--- config.mk ---
export PLATFORM = sky130hd
export DESIGN_NAME = fp_compare_pipe_flat
export DESIGN_NICKNAME = d
export VERILOG_FILES = /design/src/rtl/fp_compare_pipe_if.sv /design/src/rtl/fp_compare_pipe.sv /design/src/flat_wrapper.sv
export SDC_FILE = /design/constraint.sdc
export NUM_CORES = 1
export LEC_CHECK = 0
export CORE_ASPECT_RATIO = 1.5
export CORE_UTILIZATION = 45
export DETAILED_ROUTE_END_ITERATION = 10
export PLACE_DENSITY = 0.72
export SETUP_SLACK_MARGIN = 0.2
export SYNTH_ARGS = -nofsm -noshare
export SYNTH_HDL_FRONTEND = slang
export SYNTH_SLANG_ARGS = --single-unit
--- constraint.sdc ---
create_clock -name clk -period 2.4 [get_ports clk]
set_clock_uncertainty 0.05 [all_clocks]
set_input_delay 0.24 -clock clk [delete_from_list [all_inputs] [get_ports clk]]
set_output_delay 0.24 -clock clk [all_outputs]
set_load 0.05 [all_outputs]
--- src/rtl/fp_compare_pipe_if.sv ---
// Handshake and operand bus for fp_compare_pipe: request side (in_*) and result side (out_*).
interface fp_compare_pipe_if #(
   parameter int unsigned EXP_W = 8,
   parameter int unsigned MAN_W = 23,
   parameter int unsigned TAG_W = 4
);
   localparam int unsigned W = 1 + EXP_W + MAN_W;

   logic             in_valid;
   logic             in_ready;
   logic [W-1:0]     in_a;
   logic [W-1:0]     in_b;
   logic [2:0]       in_op;
   logic [TAG_W-1:0] in_tag;

   logic             out_valid;
   logic             out_ready;
   logic             out_lt;
   logic             out_eq;
   logic             out_gt;
   logic             out_res;
   logic [W-1:0]     out_sel;
   logic             out_unord;
   logic [TAG_W-1:0] out_tag;

   modport master (
      output in_valid, in_a, in_b, in_op, in_tag, out_ready,
      input  in_ready, out_valid, out_lt, out_eq, out_gt, out_res, out_sel, out_unord, out_tag
   );

   modport slave (
      input  in_valid, in_a, in_b, in_op, in_tag, out_ready,
      output in_ready, out_valid, out_lt, out_eq, out_gt, out_res, out_sel, out_unord, out_tag
   );
endinterface

--- src/rtl/fp_compare_pipe.sv ---
// Two-stage pipelined sign-magnitude floating-point comparator with valid/ready backpressure.
// Define FP_CMP_NAN_EN to treat NaN operands as unordered.
module fp_compare_pipe #(
   parameter int unsigned EXP_W = 8,
   parameter int unsigned MAN_W = 23,
   parameter int unsigned TAG_W = 4
) (
   input  logic              clk,
   input  logic              rst_n,
   fp_compare_pipe_if.slave  bus
);
   localparam int unsigned W = 1 + EXP_W + MAN_W;

   typedef enum logic [2:0] {
      OpGt, OpGe, OpLt, OpLe, OpEq, OpNe, OpMax, OpMin
   } op_e;

   logic             s1_valid, s2_valid;
   logic             s2_adv;
   logic [W-1:0]     s1_a, s1_b;
   op_e              s1_op;
   logic [TAG_W-1:0] s1_tag;
   logic             s1_mag_gt, s1_mag_eq, s1_zero_a, s1_zero_b;

   logic             lt_c, eq_c, gt_c, res_c, sel_a_c;
   logic             out_lt, out_eq, out_gt, out_res;
   logic [W-1:0]     out_sel;
   logic [TAG_W-1:0] out_tag;

   assign s2_adv       = ~s2_valid | bus.out_ready;
   assign bus.in_ready = ~s1_valid | s2_adv;

   // Stage 1: magnitude compare ignoring the sign bit.
   always_ff @(posedge clk or negedge rst_n) begin
      if (!rst_n) begin
         s1_valid  <= 1'b0;
         s1_a      <= '0;
         s1_b      <= '0;
         s1_op     <= OpGt;
         s1_tag    <= '0;
         s1_mag_gt <= 1'b0;
         s1_mag_eq <= 1'b0;
         s1_zero_a <= 1'b0;
         s1_zero_b <= 1'b0;
      end else if (bus.in_ready) begin
         s1_valid <= bus.in_valid;
         if (bus.in_valid) begin
            s1_a      <= bus.in_a;
            s1_b      <= bus.in_b;
            s1_op     <= op_e'(bus.in_op);
            s1_tag    <= bus.in_tag;
            s1_mag_gt <= bus.in_a[W-2:0] > bus.in_b[W-2:0];
            s1_mag_eq <= bus.in_a[W-2:0] == bus.in_b[W-2:0];
            s1_zero_a <= bus.in_a[W-2:0] == '0;
            s1_zero_b <= bus.in_b[W-2:0] == '0;
         end
      end
   end

`ifdef FP_CMP_NAN_EN
   logic s1_nan_a, s1_nan_b, unord_c, out_unord;

   always_ff @(posedge clk or negedge rst_n) begin
      if (!rst_n) begin
         s1_nan_a <= 1'b0;
         s1_nan_b <= 1'b0;
      end else if (bus.in_ready && bus.in_valid) begin
         s1_nan_a <= (&bus.in_a[W-2:MAN_W]) && (|bus.in_a[MAN_W-1:0]);
         s1_nan_b <= (&bus.in_b[W-2:MAN_W]) && (|bus.in_b[MAN_W-1:0]);
      end
   end

   assign unord_c = s1_nan_a | s1_nan_b;
`endif

   always_comb begin
      lt_c    = 1'b0;
      eq_c    = 1'b0;
      gt_c    = 1'b0;
      res_c   = 1'b0;
      sel_a_c = 1'b0;
      if (s1_zero_a && s1_zero_b) begin
         eq_c = 1'b1;
      end else if (s1_a[W-1] != s1_b[W-1]) begin
         gt_c = ~s1_a[W-1];
      end else if (!s1_a[W-1]) begin
         gt_c = s1_mag_gt;
         eq_c = s1_mag_eq;
      end else begin
         gt_c = ~s1_mag_gt & ~s1_mag_eq;
         eq_c = s1_mag_eq;
      end
      lt_c = ~gt_c & ~eq_c;
`ifdef FP_CMP_NAN_EN
      if (unord_c) begin
         lt_c = 1'b0;
         eq_c = 1'b0;
         gt_c = 1'b0;
      end
`endif
      unique case (s1_op)
         OpGt:    res_c = gt_c;
         OpGe:    res_c = gt_c | eq_c;
         OpLt:    res_c = lt_c;
         OpLe:    res_c = lt_c | eq_c;
         OpEq:    res_c = eq_c;
         OpNe:    res_c = ~eq_c;
         OpMax:   sel_a_c = gt_c | eq_c;
         OpMin:   sel_a_c = lt_c | eq_c;
         default: res_c = 1'b0;
      endcase
`ifdef FP_CMP_NAN_EN
      // Prefer the non-NaN operand; two NaNs fall back to A.
      if (unord_c) sel_a_c = s1_nan_b;
`endif
      if (s1_op == OpMax || s1_op == OpMin) res_c = sel_a_c;
   end

   // Stage 2: registered results, held while the consumer stalls.
   always_ff @(posedge clk or negedge rst_n) begin
      if (!rst_n) begin
         s2_valid <= 1'b0;
         out_lt   <= 1'b0;
         out_eq   <= 1'b0;
         out_gt   <= 1'b0;
         out_res  <= 1'b0;
         out_sel  <= '0;
         out_tag  <= '0;
      end else if (s2_adv) begin
         s2_valid <= s1_valid;
         if (s1_valid) begin
            out_lt  <= lt_c;
            out_eq  <= eq_c;
            out_gt  <= gt_c;
            out_res <= res_c;
            out_sel <= ((s1_op == OpMax || s1_op == OpMin) && !sel_a_c) ? s1_b : s1_a;
            out_tag <= s1_tag;
         end
      end
   end

`ifdef FP_CMP_NAN_EN
   always_ff @(posedge clk or negedge rst_n) begin
      if (!rst_n)                    out_unord <= 1'b0;
      else if (s2_adv && s1_valid)   out_unord <= unord_c;
   end
   assign bus.out_unord = out_unord;
`else
   assign bus.out_unord = 1'b0;
`endif

   assign bus.out_valid = s2_valid;
   assign bus.out_lt    = out_lt;
   assign bus.out_eq    = out_eq;
   assign bus.out_gt    = out_gt;
   assign bus.out_res   = out_res;
   assign bus.out_sel   = out_sel;
   assign bus.out_tag   = out_tag;
endmodule

--- src/flat_wrapper.sv ---
// flat-port wrapper written by rule: the top's interface ports become plain ports
module fp_compare_pipe_flat 
#(
   parameter int unsigned EXP_W = 8,
   parameter int unsigned MAN_W = 23,
   parameter int unsigned TAG_W = 4
)
  (clk, rst_n, bus_in_valid, bus_in_a, bus_in_b, bus_in_op, bus_in_tag, bus_out_ready, bus_in_ready, bus_out_valid, bus_out_lt, bus_out_eq, bus_out_gt, bus_out_res, bus_out_sel, bus_out_unord, bus_out_tag);
  fp_compare_pipe_if #(.EXP_W(EXP_W), .MAN_W(MAN_W), .TAG_W(TAG_W)) bus_i ();
  input  logic clk;
  input  logic rst_n;
  input wire logic [$bits(bus_i.in_valid)-1:0] bus_in_valid;
  input wire logic [$bits(bus_i.in_a)-1:0] bus_in_a;
  input wire logic [$bits(bus_i.in_b)-1:0] bus_in_b;
  input wire logic [$bits(bus_i.in_op)-1:0] bus_in_op;
  input wire logic [$bits(bus_i.in_tag)-1:0] bus_in_tag;
  input wire logic [$bits(bus_i.out_ready)-1:0] bus_out_ready;
  output wire logic [$bits(bus_i.in_ready)-1:0] bus_in_ready;
  output wire logic [$bits(bus_i.out_valid)-1:0] bus_out_valid;
  output wire logic [$bits(bus_i.out_lt)-1:0] bus_out_lt;
  output wire logic [$bits(bus_i.out_eq)-1:0] bus_out_eq;
  output wire logic [$bits(bus_i.out_gt)-1:0] bus_out_gt;
  output wire logic [$bits(bus_i.out_res)-1:0] bus_out_res;
  output wire logic [$bits(bus_i.out_sel)-1:0] bus_out_sel;
  output wire logic [$bits(bus_i.out_unord)-1:0] bus_out_unord;
  output wire logic [$bits(bus_i.out_tag)-1:0] bus_out_tag;
  assign bus_i.in_valid = bus_in_valid;
  assign bus_i.in_a = bus_in_a;
  assign bus_i.in_b = bus_in_b;
  assign bus_i.in_op = bus_in_op;
  assign bus_i.in_tag = bus_in_tag;
  assign bus_i.out_ready = bus_out_ready;
  assign bus_in_ready = bus_i.in_ready;
  assign bus_out_valid = bus_i.out_valid;
  assign bus_out_lt = bus_i.out_lt;
  assign bus_out_eq = bus_i.out_eq;
  assign bus_out_gt = bus_i.out_gt;
  assign bus_out_res = bus_i.out_res;
  assign bus_out_sel = bus_i.out_sel;
  assign bus_out_unord = bus_i.out_unord;
  assign bus_out_tag = bus_i.out_tag;
  fp_compare_pipe #(.EXP_W(EXP_W), .MAN_W(MAN_W), .TAG_W(TAG_W)) u_core (.clk(clk), .rst_n(rst_n), .bus(bus_i));
endmodule
# == After elaboration in Yosys (flattened, before gate mapping) ==
# Cells that the tools add are included.
# Widths: inputs -> output; s select.
# op_classes
bitwise,13
n_addsub,0
n_eq_ne,9
n_lt_le_gt_ge,1
n_reduce_logical,9
mux,9
mul,0
n_shift,0
div_mod_pow,0
# op_table
operator,count
$logic_not 31->1,2
$mux 32,1
$eq 31x31->1,1
$gt 31x31->1,1
$eq 3x3->1 const B,4
$not 1->1,7
$eq 3x2->1 const B,2
$mux 1,6
$pmux 1 s6,1
$or 1x1->1,4
$reduce_and 2->1,2
$eq 3x1->1 const B,1
$logic_not 3->1,1
$and 1x1->1,2
$logic_and 1x1->1,2
$pmux 1 s2,1
$logic_not 1->1,1
$logic_or 1x1->1,1
$ne 1x1->1,1
# word_totals
word_cells,57
reg_bits,117
latch_bits,0
rom_bits,0
memories,0
ramBits,0

# == Depth between registers and ports, before layout ==
# depth
ltp_word,12
ltp_mapped,7

# == Worst setup path before layout ==
# No wires, ideal clock.
# synth_path
kind,register -> register
start,register u_core.s2_valid (netlist: u_core.bus.out_valid)
end,register u_core.s1_a[11]
slack_ns,-0.004
setup_time_ns,0.065
stages_incl_launch_ff,7
t_required_ns,2.285
t_arrival_ns,2.289
cell_sequence,dfrtp_1 > nand3b_1 > nand2_1 > clkbuf_1 > buf_1 > nand2_1 > nand2_1
# synth_between
elab_chain_len,4
# synth_lines
item,line,rtl
from (decl),fp_compare_pipe.sv:18,"logic s1_valid, s2_valid;"
from (signal assigned),fp_compare_pipe.sv:130,s2_valid <= s1_valid;
$not 1->1,fp_compare_pipe.sv:30,assign s2_adv = ~s2_valid | bus.out_ready;
$or 1x1->1,fp_compare_pipe.sv:30,
$or 1x1->1,fp_compare_pipe.sv:31,assign bus.in_ready = ~s1_valid | s2_adv;
net bus_in_ready,flat_wrapper.sv:18,output wire logic [$bits(bus_i.in_ready)-1:0] bus_in_ready;
$reduce_and 2->1 (no line),--,
to (signal assigned),fp_compare_pipe.sv:48,s1_a <= bus.in_a;
to (decl),fp_compare_pipe.sv:20,"logic [W-1:0] s1_a, s1_b;"
# The timed path passes the listed nets, and every way through them passes these cells.
# A chain may end at the register's enable or synchronous reset.

# == Worst setup path in the final report ==
# layout_path
start,register u_core.s1_mag_eq
end,register u_core.out_sel[14] (netlist: u_core.bus.out_sel[14])
# layout_between
elab_chain_len,12
elab_cells_between_ends,16
# layout_lines
item,line,rtl
from (decl),fp_compare_pipe.sv:23,"logic s1_mag_gt, s1_mag_eq, s1_zero_a, s1_zero_b;"
from (signal assigned),fp_compare_pipe.sv:53,s1_mag_eq <= bus.in_a[W-2:0] == bus.in_b[W-2:0];
$not 1->1,fp_compare_pipe.sv:90,gt_c = ~s1_mag_gt & ~s1_mag_eq;
$and 1x1->1,fp_compare_pipe.sv:90,
$mux 1,fp_compare_pipe.sv:86,end else if (!s1_a[W-1]) begin
$mux 1,fp_compare_pipe.sv:84,end else if (s1_a[W-1] != s1_b[W-1]) begin
$mux 1,fp_compare_pipe.sv:82,if (s1_zero_a && s1_zero_b) begin
$not 1->1,fp_compare_pipe.sv:93,lt_c = ~gt_c & ~eq_c;
$and 1x1->1,fp_compare_pipe.sv:93,
$or 1x1->1,fp_compare_pipe.sv:109,OpMin: sel_a_c = lt_c | eq_c;
$pmux 1 s2 (*),fp_compare_pipe.sv:101,unique case (s1_op)
$logic_not 1->1 (*),fp_compare_pipe.sv:136,out_sel <= ((s1_op == OpMax || s1_op == OpMin) && !sel_a_c) ? s1_b : s1_a;
$logic_and 1x1->1 (*),fp_compare_pipe.sv:136,
$mux 32 (*),fp_compare_pipe.sv:136,
to (signal assigned),fp_compare_pipe.sv:136,
to (decl),fp_compare_pipe.sv:27,logic [W-1:0] out_sel;
# Every way passes the cells marked *; elsewhere a longest branch is shown, timed or not.

==> impl_metrics.yaml <==
synth:
  ys_ff_latch: 117
  postSynthNetCount: 704
  synth_top_family_by_area: "simple AND/OR/NAND/NOR gates"
  avgSynthCellArea_um2: 9.39
  synthCells: 598
  synthAdderAreaFrac: 0.0691
  syn_area_mm2: 0.00561
  synth.yosys.seq_area_share: 0.522
  netlist_top_cells_area: "dfrtp_1 (52%), nand2_1 (13%), ha_1 (6.9%)"
  ys_types: 36
  yosysTopAreaCell: "dfrtp_1"
  ys_warn_count: 0
  muxShareOfSynthArea: 0.0651
  synth_top_area_frac: 0.522
  synth-xor-area-share: 0.00312
  synth-simple-area-share: 0.187
  synth_compound_gate_area_share: 0.102
layout:
  antenna_cells: 0
  final_cells: 886
  final_nets: 826
  areaGrowthSynthToFinish_pct: 35.2
  fin_util: 0.628
  drive_gt1_frac: 0.0764
  nFillCells: 980
floorplanning:
  die_x_um: 93.2
  io_pins: 118
  core_mm2: 0.0121
  dieArea_mm2: 0.0129
  fp.dieH_um: 139
  num_rows: 49
  start_util: 0.465
clock_tree:
  clk_pin_slew_ns: 0.05
  cts_root_buf: "clkbuf_16"
  cts_setup_buffers: 0
  cts_sinks: 117
  cts_tree: "built"
  cts.path.max_buffers: 2
  cts_buffers: 17
  clock_insertion_delay_worst_skew_ns: 0.41
  htreeDepth: 4
sta:
  hold_slack_ns: 0.308
  min_period_ns: 2.11
  grt_setup_unrepaired: "no"
  setup_violations: 0
  hold_viol: 0
  slew_headroom: 0.571
  worst_pin_slew_ns: 0.643
  fmax_mhz: 475
  maxSlewViolCount: 0
  finalSetupTns_ns: 0
  fin_crit_sh: 0.878
status:
  outcome: "complete, no violations"
pwr:
  swShare: 0.314
  internal_power_mw: 4.72
  p_seq_frac: 0.361
  p_total_mw: 6.88
  comb_power_share: 0.258
  p_per_area_mw_per_mm2: 907
  clkPwrFrac: 0.381
  vdd_drop_max_mv: 0.499
  leakagePower_nw: 3.75
  p_switching_mw: 2.16
worst_setup_path:
  cp-end-kind: "flop"
  reg2reg_depth: 6
  arrival_ns: 2.35
  start_kind: "flop"
  criticalPathCategory: "flop to flop"
  reg2reg_slack_ns: 0.29
  path_max_fanout: 21
  critical_path_required_ns: 2.64
grt:
  overflow: 0
  grt_max_degree: 50
  grt_pass1_vias: 5065
  grt_pass1_wl_mm: 24.2
  antenna_found_initial: 0
  grt.total_usage: 0.245
drt:
  firstDrtPassIters: 4
  vias: 4682
  avgRoutedWirePerCell_um: 16.4
  drtIter0Drc: 256
  routed_wl_mm: 14.5
  ant_nets: 0
  drc_errors: 0
  viasPerCell: 5.28
placement:
  portBuffers: 116
  gp_congestion: 0.870
  dp.cells: 853
  hpwl_mm: 10.8
job:
  maxCapViolCount: 0
worst_hold_path:
  hp-class: "primary input to flop"
  worstHoldPathCells: 3
synth_stat cells:
| master | number |
|---|---|
| dfrtp_1 | 117 |
| xnor2_1 | 2 |
| mux2_2 | 4 |
| clkbuf_1 | 21 |
| buf_12 | 3 |
| a21o_1 | 5 |
| o221ai_1 | 1 |
| o31a_1 | 1 |
| and2_1 | 2 |
| a21oi_1 | 13 |
| a21boi_0 | 1 |
| nand3_1 | 6 |
| o31ai_1 | 4 |
| nand2b_1 | 3 |
| a2111o_1 | 1 |
| and4_1 | 1 |
| buf_4 | 2 |
| ha_1 | 31 |
| o21ai_0 | 38 |
| o21a_1 | 1 |
| or4b_1 | 1 |
| conb_1 | 1 |
| buf_1 | 3 |
| o21ai_1 | 30 |
| a31oi_1 | 1 |
| nand3b_1 | 4 |
| inv_1 | 31 |
| nand4_1 | 11 |
| a211oi_1 | 4 |
| nor4_1 | 15 |
| o41ai_1 | 2 |
| mux2i_1 | 32 |
| nor3_1 | 5 |
| nand2_1 | 192 |
| buf_6 | 1 |
| nor2_1 | 8 |
sequential cells by signal, summed over array words and instances (netlist names), 3 cells and up:
register            count
u_core.bus.out_sel     32
u_core.bus.out_tag      4
u_core.s1_b            32
u_core.s1_a            32
u_core.s1_op            3
u_core.s1_tag           4
layer usage:
| metal | wire, um | up-vias | track usage |
|---|---|---|---|
| met3 | 583 | 46 | 0.0493 |
| met1 | 5600 | 2215 | 0.273 |
| met4 | 603 | 0 | 0.147 |
| li1 | - | 2268 | - |
| met2 | 7760 | 153 | 0.426 |
| met5 | 0 | - | 0 |
per-stage QoR:
step	cell area, um^2	worst slack (ns)
2_1_floorplan	5620	0.240
3_3_place_gp	6940	0.121
3_5_place_dp	6940	0.0999
4_1_cts	7590	0.210
5_1_grt	7590	0.251
6_report	7590	0.293
final timing paths:
kind | startpoint | endpoint
min reg2reg | u_core.s1_zero_a$_DFFE_PN0P_ | u_core.s1_zero_a$_DFFE_PN0P_
min | bus_in_op[0] | u_core.s1_op[0]$_DFFE_PN0P_
max reg2reg | u_core.s1_mag_eq$_DFFE_PN0P_ | u_core.bus.out_sel[14]$_DFFE_PN0P_
max in group asynchronous | rst_n | u_core.bus.out_sel[7]$_DFFE_PN0P_
max | u_core.s1_mag_eq$_DFFE_PN0P_ | u_core.bus.out_sel[14]$_DFFE_PN0P_
min in group asynchronous | rst_n | u_core.bus.out_sel[21]$_DFFE_PN0P_
cell families (layout without fill, tap and decap cells):
group	after synthesis	count (layout)
other cells	1	1
compound gates	102	102
flops	117	117
fa+ha+maj	31	31
mux	36	36
xor+xnor	2	2
buf+inv	61	196
simple gates	248	248
critical path: stages (launching register included):
cell     delay (ns)
dfrtp_1        0.44
o21a_1         0.25
o21ai_0        0.19
or4b_4         0.52
buf_12         0.20
mux2i_2        0.24
o21ai_1        0.08
what timing repair did:
action	in CTS	in global routing
pin swaps	0	0
hold buffers	1	0
resized for setup	3	1
endpoints found under the hold margin	47	0
endpoints found under the setup margin	12	1
power by group through the flow:
stage / clock network (mW) / registers, mW / logic (mW)
floorplan: 0 / 3.02 / 0.570
global placement: 0 / 2.50 / 1.75
detailed placement: 0 / 2.52 / 1.77
CTS: 2.66 / 2.49 / 1.79
global route: 2.75 / 2.52 / 1.91
finish: 2.62 / 2.48 / 1.78
placed cells by master, fill, tap and decap left out, types with 2 or more instances in the layout:
cell | synthesis | layout
nand2_1 | 192 | 190
dfrtp_1 | 117 | 116
clkdlybuf4s50_1 | 0 | 114
o21ai_0 | 38 | 38
inv_1 | 31 | 31
mux2i_1 | 32 | 31
ha_1 | 31 | 31
o21ai_1 | 30 | 30
clkbuf_16 | 0 | 17
nor4_1 | 15 | 15
buf_4 | 2 | 14
a21oi_1 | 13 | 13
nand4_1 | 11 | 11
nor2_1 | 8 | 8
nand3_1 | 6 | 6
nor3_1 | 5 | 5
a21o_1 | 5 | 5
clkbuf_8 | 0 | 5
nand3b_1 | 4 | 4
o31ai_1 | 4 | 4
a211oi_1 | 4 | 4
mux2_2 | 4 | 4
nand2b_1 | 3 | 3
bufinv_16 | 0 | 3
clkinv_2 | 0 | 3
xnor2_1 | 2 | 2
and2_1 | 2 | 2
o41ai_1 | 2 | 2
clkbuf_1 | 21 | 2
clkinvlp_4 | 0 | 2
buf_12 | 3 | 2
area by class of cell:
class | count | area, um^2 | share of cell area
multi-input cells | 420 | 2410 | 0.318
repair buffers | 133 | 1320 | 0.174
clock inverters | 8 | 120 | 0.0158
clock buffers | 24 | 502 | 0.0661
well taps | 153 | 191 | 0.0252
flip-flops and latches | 117 | 2930 | 0.386
inverters | 31 | 116 | 0.0153
Note: power is estimated with default switching activity, not from simulation.
